**src/rtl/dice_turn_ctrl.sv**
```systemverilog
// Turn controller for two-player Pig: drives the roller enable, captures fresh rolls,
// keeps turn and banked totals, handles hold/bust and declares the winner.
module dice_turn_ctrl #(
    parameter int TARGET  = 50,
    parameter int SCORE_W = 7
) (
    input  logic               clk,
    input  logic               rst_n,
    input  logic [2:0]         roll_num,
    input  logic               roll_choose,
    input  logic               hold_btn,
    input  logic               new_game,
    output logic               roll_enable,
    output logic               cur_player,
    output logic [SCORE_W-1:0] turn_total,
    output logic [SCORE_W-1:0] score0,
    output logic [SCORE_W-1:0] score1,
    output logic [2:0]         last_roll,
    output logic               busted,
    output logic               game_over,
    output logic               winner
);

    typedef enum logic [1:0] {ARM, SPIN, APPLY, WIN} state_t;

    localparam logic [SCORE_W-1:0] TARGET_W = SCORE_W'(TARGET);

    state_t               state_reg, state_next;
    logic                 hold_prev_reg;
    logic                 hold_edge;
    logic                 cur_player_reg, cur_player_next;
    logic [SCORE_W-1:0]   turn_total_reg, turn_total_next;
    logic [2:0]           last_roll_reg, last_roll_next;
    logic                 busted_reg, busted_next;
    logic                 winner_reg, winner_next;
    logic                 bank_en;
    logic                 clear_all;
    logic [SCORE_W-1:0]   bank_val;
    logic [1:0][SCORE_W-1:0] score_q;
    logic [SCORE_W-1:0]   cur_score;
    logic [SCORE_W-1:0]   arm_sum;
    logic [SCORE_W-1:0]   apply_tt;
    logic [SCORE_W-1:0]   apply_sum;

    assign hold_edge = hold_btn & ~hold_prev_reg;
    assign cur_score = score_q[cur_player_reg];
    assign arm_sum   = cur_score + turn_total_reg;
    assign apply_tt  = turn_total_reg + SCORE_W'(last_roll_reg);
    assign apply_sum = cur_score + apply_tt;

    // State and turn bookkeeping registers
    always_ff @(posedge clk or negedge rst_n) begin
        if (!rst_n) begin
            state_reg      <= ARM;
            hold_prev_reg  <= 1'b0;
            cur_player_reg <= 1'b0;
            turn_total_reg <= '0;
            last_roll_reg  <= '0;
            busted_reg     <= 1'b0;
            winner_reg     <= 1'b0;
        end else begin
            state_reg      <= state_next;
            hold_prev_reg  <= hold_btn;
            cur_player_reg <= cur_player_next;
            turn_total_reg <= turn_total_next;
            last_roll_reg  <= last_roll_next;
            busted_reg     <= busted_next;
            winner_reg     <= winner_next;
        end
    end

    // One banked-score register per player; only the active player's bank lands
    for (genvar gi = 0; gi < 2; gi++) begin : g_score
        logic [SCORE_W-1:0] score_reg;

        always_ff @(posedge clk or negedge rst_n) begin
            if (!rst_n) begin
                score_reg <= '0;
            end else if (clear_all) begin
                score_reg <= '0;
            end else if (bank_en && (cur_player_reg == 1'(gi))) begin
                score_reg <= bank_val;
            end
        end

        assign score_q[gi] = score_reg;
    end

    // Next-state and datapath updates
    always_comb begin
        state_next      = state_reg;
        cur_player_next = cur_player_reg;
        turn_total_next = turn_total_reg;
        last_roll_next  = last_roll_reg;
        busted_next     = 1'b0;
        winner_next     = winner_reg;
        bank_en         = 1'b0;
        bank_val        = arm_sum;
        clear_all       = 1'b0;

        if (new_game) begin
            state_next      = ARM;
            cur_player_next = 1'b0;
            turn_total_next = '0;
            last_roll_next  = '0;
            winner_next     = 1'b0;
            clear_all       = 1'b1;
        end else begin
            unique case (state_reg)
                ARM: begin
                    // A high roll_choose here is the roller's held value, never a new roll
                    if (hold_edge && (turn_total_reg != '0)) begin
                        bank_en         = 1'b1;
                        bank_val        = arm_sum;
                        turn_total_next = '0;
                        if (arm_sum >= TARGET_W) begin
                            state_next  = WIN;
                            winner_next = cur_player_reg;
                        end else begin
                            cur_player_next = ~cur_player_reg;
                        end
                    end else if (!roll_choose) begin
                        state_next = SPIN;
                    end
                end
                SPIN: begin
                    if (roll_choose) begin
                        last_roll_next = roll_num;
                        state_next     = APPLY;
                    end
                end
                APPLY: begin
                    state_next = ARM;
                    if (last_roll_reg == 3'd1) begin
                        turn_total_next = '0;
                        cur_player_next = ~cur_player_reg;
                        busted_next     = 1'b1;
                    end else if ((last_roll_reg >= 3'd2) && (last_roll_reg <= 3'd6)) begin
                        if (apply_sum >= TARGET_W) begin
                            bank_en         = 1'b1;
                            bank_val        = apply_sum;
                            turn_total_next = '0;
                            winner_next     = cur_player_reg;
                            state_next      = WIN;
                        end else begin
                            turn_total_next = apply_tt;
                        end
                    end
                end
                WIN: begin
                    state_next = WIN;
                end
                default: begin
                    state_next = ARM;
                end
            endcase
        end
    end

    // Outputs
    always_comb begin
        roll_enable = (state_reg == ARM) || (state_reg == SPIN);
        game_over   = (state_reg == WIN);
        cur_player  = cur_player_reg;
        turn_total  = turn_total_reg;
        score0      = score_q[0];
        score1      = score_q[1];
        last_roll   = last_roll_reg;
        busted      = busted_reg;
        winner      = winner_reg;
    end

endmodule

```
**config.mk**
```make
export PLATFORM = sky130hd
export DESIGN_NAME = dice_turn_ctrl
export DESIGN_NICKNAME = d
export VERILOG_FILES = /design/src/rtl/dice_turn_ctrl.sv
export SDC_FILE = /design/constraint.sdc
export NUM_CORES = 1
export LEC_CHECK = 0
export CAP_MARGIN = 20
export CELL_PAD_IN_SITES_DETAIL_PLACEMENT = 1
export CELL_PAD_IN_SITES_GLOBAL_PLACEMENT = 2
export CORE_MARGIN = 1
export CORE_UTILIZATION = 34
export CTS_BUF_LIST = sky130_fd_sc_hd__clkbuf_16
export CTS_CLUSTER_DIAMETER = 200
export DETAILED_ROUTE_END_ITERATION = 16
export PLACE_DENSITY_LB_ADDON = 0.25
export RECOVER_POWER = 25
export SYNTH_ARGS = -nofsm -noshare
export SYNTH_HDL_FRONTEND = slang
export SYNTH_SLANG_ARGS = --single-unit
```
**constraint.sdc**
```tcl
create_clock -name clk -period 4.2 [get_ports clk]
set_clock_uncertainty 0.15 [all_clocks]
set_input_delay 0.63 -clock clk [delete_from_list [all_inputs] [get_ports clk]]
set_output_delay 0.63 -clock clk [all_outputs]
set_load 0.01 [all_outputs]
```
# [Word level (Yosys, flattened, before mapping)]
# Cells that the tools add are included.
[op_classes] n_eq_ne=15 addsub=3 order_cmp=5 n_reduce_logical=17 n_bitwise=3 mux=51
[op_table] operator="2-to-1 mux 7 bit" n=16
[op_table] operator="!= test 3 bit (second input constant)" n=8
[op_table] operator="2-to-1 mux 1 bit" n=19
[op_table] operator="2-to-1 mux 2 bit" n=8
[op_table] operator="adder 7 bit" n=2
[op_table] operator=">= comparator 7 x 6 -> 1 bit (second input constant)" n=2
[op_table] operator="one-hot mux 7 bit (2 select lines)" n=1
[op_table] operator="!= test 4 bit (second input constant)" n=3
[op_table] operator="2-to-1 mux 3 bit" n=3
[op_table] operator="one-hot mux 2 bit (4 select lines)" n=1
[op_table] operator="nonzero test 2 bit" n=4
[op_table] operator="adder 7 x 3 -> 7 bit" n=1
[op_table] operator="nonzero test 7 bit" n=1
[op_table] operator="one-hot mux 1 bit (2 select lines)" n=3
[op_table] operator="AND reduction 3 bit" n=2
[op_table] operator="AND reduction 6 bit" n=1
[op_table] operator="== test 2 bit (second input constant)" n=2
[op_table] operator="logical AND 1 bit" n=4
[op_table] operator="AND reduction 4 bit" n=1
[op_table] operator="== test 3 x 1 -> 1 bit (second input constant)" n=1
[op_table] operator=">= comparator 3 x 2 -> 1 bit (second input constant)" n=1
[op_table] operator="<= comparator 3 bit (second input constant)" n=1
[op_table] operator="nonzero test 3 bit" n=1
[op_table] operator="== test 2 x 1 -> 1 bit (second input constant)" n=1
[op_table] operator="other kinds (6)" n=7
[word_totals] ff_bits=30 input_bits=8 out_inout_bits=29

# [Longest topological paths before layout]
# Gate-level depths: netlist (run 1).
[depth] word_depth=12 mapped_depth=15 depth_no_buf=14

# [Least setup slack after synthesis (run 1)]
# No wires, ideal clock.
[synth_path] path_type="register to register" startpoint="register cur_player_reg, in the netlist cur_player" endpoint="register g_score[1].score_reg[5], in the netlist score1[5]" path_stages_with_launch=12 arrival_time_ns=3.463 required_ns=3.925 setup_slack_ns=0.462 setup_ns=0.125 cell_sequence="dfrtp_1 > clkbuf_1 > mux2_2 > ha_1 > fa_1 > a211oi_1 > o21ai_0 > and3b_1 > mux2i_4 > nand3_2 > nand2_1 > mux2_2"
[synth_between] elab_chain_cells=11
[synth_rtl] item="start, declared" line="31" text="logic cur_player_reg, cur_player_next;"
[synth_rtl] item="start signal, assigned" line="64" text="cur_player_reg <= cur_player_next;"
[synth_rtl] item="2-to-1 mux 7 bit (not written as such) (2 in a row)" line="46" text="assign cur_score = score_q[cur_player_reg];"
[synth_rtl] item="adder 7 bit" line="49" text="assign apply_sum = cur_score + apply_tt;"
[synth_rtl] item=">= comparator 7 x 6 -> 1 bit" line="139" text="if (apply_sum >= TARGET_W) begin"
[synth_rtl] item="2-to-1 mux 1 bit or 2-to-1 mux 7 bit (tied branches)" line="139"
[synth_rtl] item="2-to-1 mux 1 bit or 2-to-1 mux 7 bit (tied branches)" line="138" text="end else if ((last_roll_reg >= 3'd2) && (last_roll_reg <= 3'd6)) begin"
[synth_rtl] item="2-to-1 mux 1 bit or 2-to-1 mux 7 bit (tied branches)" line="134" text="if (last_roll_reg == 3'd1) begin"
[synth_rtl] item="one-hot mux 1 bit (2 select lines) or 2-to-1 mux 7 bit (tied branches)"
[synth_rtl] item="2-to-1 mux 1 bit or 2-to-1 mux 7 bit (tied branches)" line="101" text="if (new_game) begin"
[synth_rtl] item="logical AND 1 bit or 2-to-1 mux 7 bit (tied branches)" line="81" text="end else if (bank_en && (cur_player_reg == 1'(gi))) begin"
[synth_rtl] item="nonzero test 2 bit (no source line) or 2-to-1 mux 7 bit (tied branches)"
[synth_rtl] item="end signal, assigned" line="82" text="score_reg <= bank_val;"
[synth_rtl] item="end, declared" line="74" text="logic [SCORE_W-1:0] score_reg;"
# Parallel ways exist; a longest one is shown, timed or not. The select of a mux whose other input is x is not followed.
# A chain may end at the register's enable or synchronous reset.

# [Final worst setup path (run 1)]
[layout_path] startpoint="register turn_total_reg[1], in the netlist turn_total[1]" endpoint="register g_score[1].score_reg[4], in the netlist score1[4]"
[layout_between] elab_chain_cells=10
[layout_rtl] item="start, declared" line="32" text="logic [SCORE_W-1:0] turn_total_reg, turn_total_next;"
[layout_rtl] item="start signal, assigned" line="65" text="turn_total_reg <= turn_total_next;"
[layout_rtl] item="adder 7 x 3 -> 7 bit" line="48" text="assign apply_tt = turn_total_reg + SCORE_W'(last_roll_reg);"
[layout_rtl] item="adder 7 bit" line="49"
[layout_rtl] item=">= comparator 7 x 6 -> 1 bit" line="139"
[layout_rtl] item="2-to-1 mux 1 bit or 2-to-1 mux 7 bit (tied branches)" line="139"
[layout_rtl] item="2-to-1 mux 1 bit or 2-to-1 mux 7 bit (tied branches)" line="138"
[layout_rtl] item="2-to-1 mux 1 bit or 2-to-1 mux 7 bit (tied branches)" line="134"
[layout_rtl] item="one-hot mux 1 bit (2 select lines) or 2-to-1 mux 7 bit (tied branches)"
[layout_rtl] item="2-to-1 mux 1 bit or 2-to-1 mux 7 bit (tied branches)" line="101"
[layout_rtl] item="logical AND 1 bit or 2-to-1 mux 7 bit (tied branches)" line="81"
[layout_rtl] item="nonzero test 2 bit (no source line) or 2-to-1 mux 7 bit (tied branches)"
# Parallel ways exist; a longest one is shown, timed or not. The select of a mux whose other input is x is not followed.

==> tab_implementation.tex, run 1 <==
\begin{tabular}{lr}
\hline
Metric & Value \\
\hline
\multicolumn{2}{l}{\textbf{Finish}} \\
Number of nets in the final layout & 317 \\
Most common library cell in the layout ignoring fill and taps & sky130\_fd\_sc\_hd\_\_clkdlybuf4s50\_1 \\
Number of filler cells placed in the layout & 780 \\
Fraction of final layout cells with drive strength greater than 1 & 0.147 \\
Multi-input logic area & 0.00160 mm² \\
Number of standard cells in the final layout excluding fillers & 372 \\
FF+latch area & 751 µm² \\
Finished layout cell area & 0.00303 mm² \\
Top library cells by usage in the layout, fill and taps aside & sky130\_fd\_sc\_hd\_\_clkdlybuf4s50\_1 (34), sky130\_fd\_sc\_hd\_\_dfrtp\_1 (30), sky130\_fd\_sc\_hd\_\_nor2\_1 (23), sky130\_fd\_sc\_hd\_\_ha\_1 (15) \\
Growth of design area from synthesis to finish & 27.6\% \\
Count of antenna diodes in the layout & 0 \\
\multicolumn{2}{l}{\textbf{Synth}} \\
Mapped cell area & 0.00238 mm² \\
Portion of netlist area occupied by mux cells & 0.0868 \\
Proportion of synthesized flip-flops having asynchronous set or reset & 1.00 \\
Count of state elements after synthesis & 30 \\
Main area contributors after synthesis & sky130\_fd\_sc\_hd\_\_dfrtp\_1 (32\%), sky130\_fd\_sc\_hd\_\_ha\_1 (7.9\%), sky130\_fd\_sc\_hd\_\_mux2i\_1 (3.8\%) \\
Portion of the post-synthesis area used by sequential elements & 0.316 \\
Largest family of logic cells by synthesized area & compound AO/OA/AOI/OAI gates \\
Mean instance size in the synthesized netlist & 9.62 µm² \\
Distinct cells, synth & 62 \\
Cell count after synthesis & 247 \\
Top cell type's share of synthesized area & 0.316 \\
Most used flip-flop cell after synthesis & sky130\_fd\_sc\_hd\_\_dfrtp\_1 \\
Complex-gate fraction of the synthesized area & 0.237 \\
Post-Synth XOR/XNOR Area & 0.0468 \\
Count of flip-flops with a built-in enable after synthesis & 0 \\
Syn Nets & 273 \\
Adder and majority cell fraction of the synthesized area & 0.104 \\
Library cell with the largest summed area after synthesis & sky130\_fd\_sc\_hd\_\_dfrtp\_1 \\
Synth Area in Simple Gates & 0.184 \\
Synth warn & 0 \\
\multicolumn{2}{l}{\textbf{Detailed routing}} \\
1st-iter DRT viols & 69 \\
Detailed-routing iteration count for the pre-antenna-repair pass & 4 \\
Final Routed Wirelength & 6910 µm \\
Remaining DRCs & 0 \\
Number of nets with antenna violations after routing & 0 \\
Average wire length per cell after detail routing & 18.6 µm \\
Number of vias per cell after detailed routing & 5.64 \\
Number of vias after detailed routing & 2,099 \\
\multicolumn{2}{l}{\textbf{Setup path}} \\
Beginning of the worst register-to-register path & turn\_total[1] \\
Worst endpoint required time & 4.23 ns \\
WS Path Type & flop to flop \\
Critical path's top delay family & compound AO/OA/AOI/OAI gates \\
Worst-path cell chain & inv\_1 > fa\_1 > nor2b\_1 > o21ai\_0 > xnor2\_1 > ha\_1 > and3b\_1 > a211oi\_1 > a31oi\_4 > nand2\_2 > nand2\_4 > mux2\_4 > a311oi\_1 \\
Number of buffers and inverters on the critical path & 1 \\
Worst setup EP type & flop \\
Crit path from & turn\_total[1] \\
Kind of launch point of the worst setup path & flop \\
Highest net fanout along the worst path & 7 \\
Critical path's slowest cell & sky130\_fd\_sc\_hd\_\_dfrtp\_1 \\
Crit path largest cell delay & 0.51 ns \\
Arrival time at the worst endpoint & 3.95 ns \\
\multicolumn{2}{l}{\textbf{Timing}} \\
Final Worst Setup Slack & 0.284 ns \\
Number of pins with negative max-slew slack in the final report & 31 \\
Final Critical Period & 3.92 ns \\
Worst slew margin relative to its limit & -0.194 \\
Final hold violation count & 0 \\
Transition time of the tightest slew-check pin & 1.79 ns \\
Final setup violation count & 0 \\
Fmax & 255 MHz \\
Total negative slack for setup checks & 0 ns \\
Final clock period utilization by the worst path & 0.932 \\
\multicolumn{2}{l}{\textbf{Clock tree}} \\
Clock transition at path regs & 0.05 ns \\
H-tree depth reported by CTS & 2 \\
Number of buffers created by CTS & 5 \\
Clock network latency to the later pin of the worst-skew pair & 0.28 ns \\
Number of hold buffers added after CTS & 0 \\
Postcts setup bufs & 0 \\
Clk sinks & 30 \\
TritonCTS clock tree & yes \\
Cell chosen for the clock root & sky130\_fd\_sc\_hd\_\_clkbuf\_16 \\
CTS Buffer Depth & 2 \\
\multicolumn{2}{l}{\textbf{Placed design}} \\
Post-DP HPWL & 5430 µm \\
Count of placed standard cells including taps & 364 \\
Routability-driven placement congestion ratio & 0.861 \\
Setup WS pre-CTS & 0.0495 ns \\
Count of buffers inserted at the top-level ports & 36 \\
Placed inst area & 0.00287 mm² \\
\multicolumn{2}{l}{\textbf{Status}} \\
Violated checks & capacitance limit, slew limit \\
Status & complete, but fails checks \\
\multicolumn{2}{l}{\textbf{GRT}} \\
Initial antenna violation count & 0 \\
M3 GR Usage & 0.0481 \\
Via count of the first global-routing pass & 2,136 \\
Met1 track demand over resource in global routing & 0.296 \\
Pin count of the biggest net entering global routing & 31 \\
Wire length of the first global-routing pass & 11,600 µm \\
Met2 Track Usage GR & 0.313 \\
Overflow left after global routing & 0 \\
Gr usage total & 0.207 \\
Routing layer with the top usage in global route & met2 \\
\multicolumn{2}{l}{\textbf{Hold path}} \\
Source of the worst hold timing path & winner \\
Worst hold path type & flop to flop \\
\multicolumn{2}{l}{\textbf{Power and ir drop}} \\
Leak & 1.37 nW \\
Peak ir drop on the vdd network & 0.000152 V \\
PwrDens & 235 mW/mm² \\
\multicolumn{2}{l}{\textbf{Floorplanning}} \\
Starting density of the core & 0.352 \\
Core Area & 0.00676 mm² \\
Number of placement rows & 30 \\
Width of the die & 85.6 µm \\
Number of top-level pins & 37 \\
Die ar. & 0.00733 mm² \\
Vertical extent of the die & 85.6 µm \\
\multicolumn{2}{l}{\textbf{Job}} \\
Number of max-capacitance violations reported & 1 \\
\hline
\end{tabular}
==> path summary, 6_finish.rpt <==
path | depth (start not counted) | slack (ns) | to
worst max-delay path | 13 | 0.28 | score1[4]
worst min-delay path | 2 | 0.41 | winner
worst max register to register | 13 | 0.28 | score1[4]
worst min register to register | 2 | 0.41 | winner
max in group asynchronous | 2 | 1.64 | turn_total[1]
min in group asynchronous | 2 | 1.22 | score1[3]
==> per-stage QoR <==
| step | power (W) | hold slack (ns) | util |
|---|---|---|---|
| after CTS | 0.000723 | 0.422 | 0.446 |
| after detailed placement | 0.000371 | 0.408 | 0.424 |
| after global placement | 0.000370 | 0.404 | 0.424 |
| after floorplan | 0.000340 | 0.184 | - |
| final | 0.000712 | 0.409 | 0.449 |
| after global routing | 0.000742 | 0.445 | 0.449 |
==> final cells by class <==
class	instances	share of cell area
Tap cell	80	0.0330
Sequential cell	30	0.247
Clock buffer	5	0.0412
Inverter	8	0.00990
Timing Repair Buffer	44	0.137
Clock inverter	3	0.00536
Multi-Input combinational cell	202	0.526
==> cells in the mapped netlist, types with 6 or more instances <==
library cell and instances:
sky130_fd_sc_hd__dfrtp_1 30, sky130_fd_sc_hd__nor2_1 23, sky130_fd_sc_hd__a21oi_1 15, sky130_fd_sc_hd__ha_1 15, sky130_fd_sc_hd__nand2_1 14, sky130_fd_sc_hd__mux2i_1 9, sky130_fd_sc_hd__o21ai_0 9, sky130_fd_sc_hd__inv_1 7
sky130_fd_sc_hd__mux2_2 7, sky130_fd_sc_hd__nor2b_1 7, sky130_fd_sc_hd__xnor2_1 7, sky130_fd_sc_hd__a211oi_1 6, sky130_fd_sc_hd__clkbuf_1 6
==> where the power goes <==
| group | switching (W) | internal [W] |
|---|---|---|
| combinational | 0.0000354 | 0.0000270 |
| clock | 0.000130 | 0.000216 |
| sequential | 0.00000942 | 0.000294 |
==> layer usage <==
metal,wire [µm],up-vias
li1,-,1018
met1,3380,1029
met2,3160,45
met3,300,7
met4,75,0
met5,0,-
==> tightest hold or removal path, cell delays in order, from the launching register on <==
cell and delay, ns:
sky130_fd_sc_hd__dfrtp_1 0.38, sky130_fd_sc_hd__nand2_1 0.07, sky130_fd_sc_hd__mux2i_1 0.06
==> kinds of logic after synthesis <==
logic type / after synthesis
buffers and inverters: 15
multiplexers: 18
AO/OA/AOI/OAI: 74
XOR/XNOR: 11
flip-flops: 30
adder cells (fa/ha/maj): 18
AND/OR/NAND/NOR: 81
==> what timing repair did <==
| item | in CTS | in global routing |
|---|---|---|
| gates resized for setup | 1 | 4 |
| gates cloned | 0 | 0 |
| endpoints found under the setup margin | 1 | 2 |
| pin swaps | 0 | 0 |
No activity file was read; power rests on OpenSTA's default activity.
==> inputs of run 2 (changes only) <==
CORE_ASPECT_RATIO = 1.25   (was not set)
==> run 2 against run 1 <==
The flow still finishes with violations (capacitance limit, slew limit). Sequential share of layout area shrank 0.091 points. Critical path type unchanged. Sequential power is essentially flat. Flip-flop and latch count unchanged.
==> tab_implementation.tex, run 2 (synthesized netlist as in run 1, its figures left out) <==
\begin{tabular}{lr}
\hline
Metric & Value \\
\hline
\multicolumn{2}{l}{\textbf{Status}} \\
Violated checks & capacitance limit, slew limit \\
Status & complete, but fails checks \\
\multicolumn{2}{l}{\textbf{Timing}} \\
Final hold violation count & 0 (unchanged) \\
Final setup violation count & 0 (unchanged) \\
Worst slew margin relative to its limit & -0.162 (+0.0320) \\
Fmax & 250 MHz (-2.0\%) \\
Hold slack final & 0.395 ns (-0.0145 ns) \\
Total negative slack for setup checks & 0 ns (unchanged) \\
Final Critical Period & 4.00 ns (+0.0812 ns) \\
Transition time of the tightest slew-check pin & 1.74 ns (-0.0480 ns) \\
Unrepaired setup endpoints after global routing & false \\
Number of pins with negative max-slew slack in the final report & 31 (unchanged) \\
Final Worst Setup Slack & 0.203 ns (-0.0812 ns) \\
Final clock period utilization by the worst path & 0.952 (+0.0193) \\
\multicolumn{2}{l}{\textbf{Floorplanning}} \\
Number of top-level pins & 37 (unchanged) \\
Number of placement rows & 33 (+10\%) \\
Core Area & 0.00665 mm² (-1.6\%) \\
Width of the die & 76.8 µm (-10\%) \\
Vertical extent of the die & 95.5 µm (+12\%) \\
Starting density of the core & 0.358 (+0.00576) \\
Die ar. & 0.00733 mm² (about the same) \\
\multicolumn{2}{l}{\textbf{Detailed routing}} \\
Average wire length per cell after detail routing & 18.8 µm (+1.3\%) \\
1st-iter DRT viols & 54 (-22\%) \\
Remaining DRCs & 0 (unchanged) \\
Number of vias after detailed routing & 2,118 (+0.91\%) \\
Number of vias per cell after detailed routing & 5.56 (-1.5\%) \\
Final Routed Wirelength & 7170 µm (+3.7\%) \\
Number of nets with antenna violations after routing & 0 (unchanged) \\
Detailed-routing iteration count for the pre-antenna-repair pass & 4 (unchanged) \\
\multicolumn{2}{l}{\textbf{Setup path}} \\
Arrival time at the worst endpoint & 4.01 ns (+0.06 ns) \\
Worst setup EP type & flop \\
WS Path Type & flop to flop \\
Highest net fanout along the worst path & 9 (+2) \\
Beginning of the worst register-to-register path & turn\_total[0] \\
Kind of launch point of the worst setup path & flop \\
Worst endpoint required time & 4.21 ns (-0.02 ns) \\
Crit path from & turn\_total[0] \\
\multicolumn{2}{l}{\textbf{Clock tree}} \\
TritonCTS clock tree & yes \\
Clock network latency to the later pin of the worst-skew pair & 0.28 ns (about the same) \\
CTS Buffer Depth & 2 (unchanged) \\
Clk sinks & 30 (unchanged) \\
Cell chosen for the clock root & sky130\_fd\_sc\_hd\_\_clkbuf\_16 \\
Number of hold buffers added after CTS & 0 (unchanged) \\
H-tree depth reported by CTS & 2 (unchanged) \\
Number of buffers created by CTS & 5 (unchanged) \\
Clock transition at path regs & 0.05 ns (about the same) \\
\multicolumn{2}{l}{\textbf{Placed design}} \\
Post-DP HPWL & 5630 µm (+3.7\%) \\
Routability-driven placement congestion ratio & 0.865 (+0.46\%) \\
Count of buffers inserted at the top-level ports & 36 (unchanged) \\
Setup WS pre-CTS & 0.159 ns (+0.110 ns) \\
\multicolumn{2}{l}{\textbf{Finish}} \\
Most common library cell in the layout ignoring fill and taps & sky130\_fd\_sc\_hd\_\_clkdlybuf4s50\_1 \\
Fraction of final layout cells with drive strength greater than 1 & 0.153 (+0.00580) \\
Count of antenna diodes in the layout & 0 (unchanged) \\
Growth of design area from synthesis to finish & 28.1\% \\
Top library cells by usage in the layout, fill and taps aside & sky130\_fd\_sc\_hd\_\_clkdlybuf4s50\_1 (34), sky130\_fd\_sc\_hd\_\_dfrtp\_1 (30), sky130\_fd\_sc\_hd\_\_nor2\_1 (23), sky130\_fd\_sc\_hd\_\_a21oi\_1 (15), sky130\_fd\_sc\_hd\_\_ha\_1 (15) \\
Number of nets in the final layout & 319 (+0.63\%) \\
\multicolumn{2}{l}{\textbf{GRT}} \\
Pin count of the biggest net entering global routing & 31 (unchanged) \\
Via count of the first global-routing pass & 2,149 (+0.61\%) \\
Initial antenna violation count & 0 (unchanged) \\
Gr usage total & 0.206 (-0.000901) \\
Overflow left after global routing & 0 (unchanged) \\
Wire length of the first global-routing pass & 11,500 µm (-0.72\%) \\
\multicolumn{2}{l}{\textbf{Power and ir drop}} \\
Peak ir drop on the vdd network & 0.000131 V (-13\%) \\
Leak & 1.39 nW (+1.1\%) \\
Tot Pwr & 0.000717 W (+0.76\%) \\
PwrDens & 235 mW/mm² (+0.38\%) \\
\multicolumn{2}{l}{\textbf{Hold path}} \\
Source of the worst hold timing path & winner \\
Worst hold path type & flop to flop \\
\multicolumn{2}{l}{\textbf{Job}} \\
Number of max-capacitance violations reported & 1 (unchanged) \\
\hline
\end{tabular}
[run 2: what timing repair did]
action	CTS	global route
endpoints found under the setup margin	0	11
setup buffers	0	0
resized for setup	0	2
[run 2: stage by stage]
| step | util | instances | instance area (µm²) |
|---|---|---|---|
| 4_1_cts | 0.456 | 381 | 3030 |
| 3_3_place_gp | 0.435 | 373 | 2890 |
| 5_1_grt | 0.458 | 381 | 3050 |
| 6_report | 0.458 | 381 | 3050 |
| 2_1_floorplan | - | 247 | 2380 |
| 3_5_place_dp | 0.435 | 373 | 2890 |
[run 2: final timing paths]
kind,slack [ns],cells after the start,to
min reg2reg,0.39,2,winner
max reg2reg,0.20,12,score1[5]
min in group asynchronous,1.20,2,score1[3]
min,0.39,2,winner
max in group asynchronous,1.69,2,turn_total[4]
max,0.20,12,score1[5]
[run 2: critical path, cell delays in order, from the launching register on]
cell and delay, ns:
sky130_fd_sc_hd__dfrtp_1 0.47, sky130_fd_sc_hd__ha_1 0.24, sky130_fd_sc_hd__inv_1 0.06, sky130_fd_sc_hd__fa_1 0.52
sky130_fd_sc_hd__inv_1 0.08, sky130_fd_sc_hd__fa_1 0.43, sky130_fd_sc_hd__a211oi_1 0.41, sky130_fd_sc_hd__o21ai_0 0.23
sky130_fd_sc_hd__and3b_1 0.25, sky130_fd_sc_hd__mux2i_4 0.32, sky130_fd_sc_hd__nand3_2 0.20, sky130_fd_sc_hd__nand2_1 0.17
sky130_fd_sc_hd__mux2_2 0.34
[run 2: routing by layer]
metal	vias to the layer above	wire (µm)	GRT usage
li1	1017	-	-
met1	1060	3160	0.242
met2	32	3720	0.387
met3	9	150	0.0268
met4	0	134	0.0673
met5	-	0	0
[run 2: layout make-up]
type	count	area, µm²
timing repair buffer	46	432
clock inverter	3	16.3
sequential	30	751
multi-input combinational	202	1580
inverter	8	30.0
fill	768	3600
tap	87	109
clock buffer	5	125
[run 2: report_power, final]
group	total (W)	internal [W]	switching (W)
Clock	0.000352	0.000216	0.000136
Sequential	0.000302	0.000294	0.00000842
Combinational	0.0000626	0.0000278	0.0000348
==> inputs of run 3 (changes only) <==
CORE_UTILIZATION = 31   (was 34)
REMOVE_ABC_BUFFERS = 1   (was not set)
SKIP_LAST_GASP = 1   (was not set)
clock period = 3.3 ns   (was 4.2 ns; I/O delays follow)
==> run 3 against run 2 <==
The flow finishes with violations (capacitance limit, slew limit, setup timing). Clock power is 29% higher. Maximum frequency is 13% higher. First-iteration DRC count is 15% higher. Wire length is 21% higher. Sequential share of layout area is 5.4 points lower. Global-route usage is 0.79 points higher. Critical endpoint is now score1[3]. Largest cell class unchanged. Largest power group unchanged.
==> tab_implementation.tex, run 3 (synthesized netlist as in run 1, its figures left out) <==
\begin{tabular}{lr}
\hline
Metric & Value \\
\hline
\multicolumn{2}{l}{\textbf{Status}} \\
Status & complete, but fails checks \\
Violated checks & capacitance limit, slew limit, setup timing \\
\multicolumn{2}{l}{\textbf{Timing}} \\
Worst slew margin relative to its limit & -0.154 (+0.00849) \\
Fmax & 283 MHz (+13\%) \\
Unrepaired setup endpoints after global routing & true \\
Transition time of the tightest slew-check pin & 1.73 ns (-0.0127 ns) \\
Final clock period utilization by the worst path & 1.07 (+0.118) \\
Final hold violation count & 0 (unchanged) \\
Number of pins with negative max-slew slack in the final report & 31 (unchanged) \\
Final Worst Setup Slack & -0.230 ns (-0.433 ns) \\
Final Critical Period & 3.53 ns (-0.467 ns) \\
Final setup violation count & 24 (+24) \\
\multicolumn{2}{l}{\textbf{Setup path}} \\
Highest net fanout along the worst path & 6 (-3) \\
Worst setup EP type & flop \\
Crit path from & turn\_total[1] \\
WS Path Type & flop to flop \\
Beginning of the worst register-to-register path & turn\_total[1] \\
Arrival time at the worst endpoint & 3.56 ns (-0.45 ns) \\
Kind of launch point of the worst setup path & flop \\
Worst endpoint required time & 3.33 ns (-0.88 ns) \\
Flop2flop setup slack & -0.23 ns (-0.43 ns) \\
\multicolumn{2}{l}{\textbf{Power and ir drop}} \\
PwrDens & 244 mW/mm² (+3.5\%) \\
Peak ir drop on the vdd network & 0.000210 V (+60\%) \\
Leak & 1.77 nW (+27\%) \\
Tot Pwr & 0.000948 W (+32\%) \\
\multicolumn{2}{l}{\textbf{Floorplanning}} \\
Core Area & 0.00740 mm² (+11\%) \\
Starting density of the core & 0.321 (-0.0364) \\
Vertical extent of the die & 99.9 µm (+4.6\%) \\
Number of placement rows & 35 (+6.1\%) \\
Width of the die & 80.3 µm (+4.6\%) \\
Number of top-level pins & 37 (unchanged) \\
Die ar. & 0.00802 mm² (+9.4\%) \\
\multicolumn{2}{l}{\textbf{Detailed routing}} \\
Detailed-routing iteration count for the pre-antenna-repair pass & 4 (unchanged) \\
Number of vias after detailed routing & 2,419 (+14\%) \\
1st-iter DRT viols & 62 (+15\%) \\
Number of nets with antenna violations after routing & 0 (unchanged) \\
Number of vias per cell after detailed routing & 5.50 (-1.1\%) \\
Final Routed Wirelength & 8710 µm (+21\%) \\
Average wire length per cell after detail routing & 19.8 µm (+5.2\%) \\
Remaining DRCs & 0 (unchanged) \\
\multicolumn{2}{l}{\textbf{Placed design}} \\
Count of buffers inserted at the top-level ports & 36 (unchanged) \\
Post-DP HPWL & 5930 µm (+5.3\%) \\
Routability-driven placement congestion ratio & 0.811 (-6.3\%) \\
Setup WS pre-CTS & -0.479 ns (-0.638 ns) \\
\multicolumn{2}{l}{\textbf{Finish}} \\
Fraction of final layout cells with drive strength greater than 1 & 0.417 (+0.264) \\
Number of nets in the final layout & 373 (+17\%) \\
Final standard cell utilization of the core & 0.526 (+0.0677) \\
Count of antenna diodes in the layout & 0 (unchanged) \\
Number of filler cells placed in the layout & 806 (+4.9\%) \\
Top library cells by usage in the layout, fill and taps aside & sky130\_fd\_sc\_hd\_\_buf\_4 (49), sky130\_fd\_sc\_hd\_\_clkdlybuf4s50\_1 (34), sky130\_fd\_sc\_hd\_\_dfrtp\_1 (30), sky130\_fd\_sc\_hd\_\_nor2\_1 (23), sky130\_fd\_sc\_hd\_\_buf\_6 (13) \\
Growth of design area from synthesis to finish & 63.7\% \\
Most common library cell in the layout ignoring fill and taps & sky130\_fd\_sc\_hd\_\_buf\_4 \\
\multicolumn{2}{l}{\textbf{Clock tree}} \\
CTS Buffer Depth & 2 (unchanged) \\
Number of buffers created by CTS & 5 (unchanged) \\
Clock transition at path regs & 0.05 ns (about the same) \\
Clock network latency to the later pin of the worst-skew pair & 0.28 ns (about the same) \\
Cell chosen for the clock root & sky130\_fd\_sc\_hd\_\_clkbuf\_16 \\
Clk sinks & 30 (unchanged) \\
TritonCTS clock tree & yes \\
H-tree depth reported by CTS & 2 (unchanged) \\
\multicolumn{2}{l}{\textbf{Hold path}} \\
Worst hold path type & flop to flop \\
Source of the worst hold timing path & winner \\
\multicolumn{2}{l}{\textbf{GRT}} \\
Gr usage total & 0.214 (+0.00786) \\
Via count of the first global-routing pass & 2,452 (+14\%) \\
Initial antenna violation count & 0 (unchanged) \\
Wire length of the first global-routing pass & 12,800 µm (+11\%) \\
Overflow left after global routing & 0 (unchanged) \\
Pin count of the biggest net entering global routing & 31 (unchanged) \\
\multicolumn{2}{l}{\textbf{Job}} \\
Number of max-capacitance violations reported & 1 (unchanged) \\
\hline
\end{tabular}
[run 3: cell count changes in the layout (fill, tap and decap cells not counted), sizes merged]
cell / before / now
buf: 9 / 63
[run 3: area by class of cell]
type,count,area [µm²],share of cell area
multi-input combinational,202,1950,0.502
clock buffer,5,125,0.0322
tap,92,115,0.0296
inverter,8,32.5,0.00836
clock inverter,3,16.3,0.00418
timing repair buffer,100,898,0.231
sequential,30,751,0.193
[run 3: where the power goes]
group	total [W]	switching, W	internal [W]
clock network	0.000454	0.000179	0.000275
logic	0.000111	0.0000597	0.0000517
registers	0.000383	0.00000887	0.000374
total	0.000948	0.000247	0.000701
[run 3: worst max-delay path, stage by stage, from the launching register on]
cell and delay (ns):
sky130_fd_sc_hd__dfrtp_1 0.42, sky130_fd_sc_hd__ha_1 0.30, sky130_fd_sc_hd__a21o_1 0.17, sky130_fd_sc_hd__a21oi_2 0.15
sky130_fd_sc_hd__nor2_1 0.08, sky130_fd_sc_hd__xor2_1 0.23, sky130_fd_sc_hd__ha_1 0.30, sky130_fd_sc_hd__buf_4 0.17
sky130_fd_sc_hd__or2_2 0.31, sky130_fd_sc_hd__a21oi_2 0.20, sky130_fd_sc_hd__mux2i_4 0.10, sky130_fd_sc_hd__buf_12 0.15
sky130_fd_sc_hd__buf_4 0.13, sky130_fd_sc_hd__a211oi_2 0.24, sky130_fd_sc_hd__a41oi_2 0.08, sky130_fd_sc_hd__a311oi_1 0.25
[run 3: path summary, 6_finish.rpt]
path / end / cells after the start
min: winner / 2
max reg2reg: score1[3] / 15
min in group asynchronous: score0[4] / 2
max: score1[3] / 15
max in group asynchronous: turn_total[1] / 2
min reg2reg: winner / 2
[run 3: what timing repair did]
item | 4_1_cts | 5_1_grt
buffers inserted | 6 | 13
cloned | 0 | 1
endpoints found under the setup margin | 25 | 25
hold buffers | 0 | 0
pin swaps | 29 | 20
resized for setup | 53 | 36
[run 3: per-layer routing]
metal  GRT usage  part of all wire
met5           0                 0
met4      0.0962             0.038
met3      0.0336             0.030
met2       0.391              0.55
met1       0.242              0.38
[run 3: per-stage QoR]
step / std cells / cell area [µm²] / TNS, ns / hold WS (ns)
after floorplan: 240 / 2350 / -7.66 / 0.0494
after global placement: 413 / 3160 / -7.79 / 0.378
after detailed placement: 413 / 3160 / -10.10 / 0.389
after CTS: 426 / 3580 / -2.69 / 0.398
after global routing: 440 / 3890 / -6.91 / 0.419
final: 440 / 3890 / -3.76 / 0.392
==> RTL change: new RTL, settings of run 3 <==
Make the reset (`rst_n`) synchronous in 2 clocked blocks.
--- a/src/rtl/dice_turn_ctrl.sv
+++ b/src/rtl/dice_turn_ctrl.sv
@@ -51,3 +51,3 @@
     // State and turn bookkeeping registers
-    always_ff @(posedge clk or negedge rst_n) begin
+    always_ff @(posedge clk) begin
         if (!rst_n) begin
@@ -75,3 +75,3 @@
 
-        always_ff @(posedge clk or negedge rst_n) begin
+        always_ff @(posedge clk) begin
             if (!rst_n) begin
Formal check against the unedited RTL: differs if rst_n is asserted again (counterexample within 4 cycles, from zero or initial values and one cycle with rst_n low); with rst_n held inactive, the same outputs for 10 cycles.
==> RTL change against run 3 <==
The run ends with negative setup slack left; die area fell by 7.7%; first-iteration DRC count rose by 47%; synthesized area fell by 7.8%; design area fell by 8.8%; hold slack got worse by 79 ps; routed wire length fell by 3.1%; setup slack got worse by 5.4 ps; sequential cell count did not move; global-route usage rose by 0.37 points.
Power is not compared: it rests on default switching activity, and its combinational part moved more than twofold at a synthesized area within 25%.
==> RTL change: results (changes against run 3) <==
Inverters: 13 (+5)
violated checks: negative setup slack
status: finished, violations left
nets: 383 (+2.7%)
Final WS setup: -236 ps (-5.38 ps)
Total GRT Usage: 21.8% (+0.37 points)
post-synthesis sequential area ratio: 27.4% (-4.2 points)
proportion of layout cells with a drive suffix above 1: 37.7% (-4.0 points)
Post-CTS Setup Bufs: 9 (+3)
reg2reg path depth: 17 (+2)
DP Wirelength: 5540 µm (-6.6%)
CP arrival: 3590 ps (+30 ps)
main area contributors after synthesis: dfxtp_1 (27%), ha_1 (8.6%), mux2i_1 (5.5%)
final-layout fill cell count: 796 (-1.2%)
Non-Clock Buffer Count: 102 (+2.0%)
routed via count: 2,389 (-1.2%)
Async SR Flop Fraction: 0% (-100 points)
r2r startpoint: last_roll[0]
synthesized area per cell: 8.49 µm² (-12%)
DP Worst Slack: -330 ps (+149 ps)
DP Area: 2930 µm² (-7.4%)
Core Rows: 33 (-5.7%)
CP peak stage delay: 380 ps (-40 ps)
fin util: 53.1% (+0.49 points)
worst flop-to-flop path endpoint: score1[4]
first-pass GRT wire length: 12,300 µm (-3.8%)
Final clock-cell share: 3.98% (+0.35 points)
cts repair resizes: 41 (-23%)
Setup TNS: -3730 ps (+24.6 ps)
critical path's slowest cell: fa_2
largest net degree at the start of global routing: 22 (-29%)
Min Hold Slack: 313 ps (-79.3 ps)
# setup viols final: 22 (-8.3%)
worst relative slew slack: 58.2% (+74 points)
Primary FF master, synth: dfxtp_1
RePlAce Congestion: 0.816 (+0.62%)
DR vias/cell: 5.37 (-2.3%)
fraction of area in multi-input gates: 49.5% (-0.70 points)
Worst Hold Path EP: winner
Post-Route WL: 8440 µm (-3.1%)
buffer share of cell area: 24.9% (+1.8 points)
multi-input gates: 205 (+1.5%)
-- RTL change: cell count changes after synthesis, moves of 5 or more --
cell / delta
nand3_1: +6
or2_2: -5
dfrtp_1: -30
o22ai_1: +5
inv_1: +6
dfxtp_1: +30
o21ai_1: +8
a21oi_1: +6
nand2_1: +5
-- RTL change: routing by layer --
metal  routed length [µm]  GRT usage (%)  part of all wire [%]  up-vias
li1                     -              -                     -     1138
met1                 3290           23.8                    39     1175
met2                 4620           42.8                    55       55
met3                  255           2.18                   3.0       21
met4                  271           8.96                   3.2        0
met5                    0              0                     0        -
-- RTL change: kinds of logic (layout without fill, tap and decap cells) --
logic type,Yosys count,count (layout),synth area share [%]
buf+inv,23,123,5.14
simple gates,76,76,16.8
fa+ha+maj,18,18,11.3
xor+xnor,14,14,6.62
flops,30,30,27.4
compound gates,80,80,24.7
mux,17,17,8.05
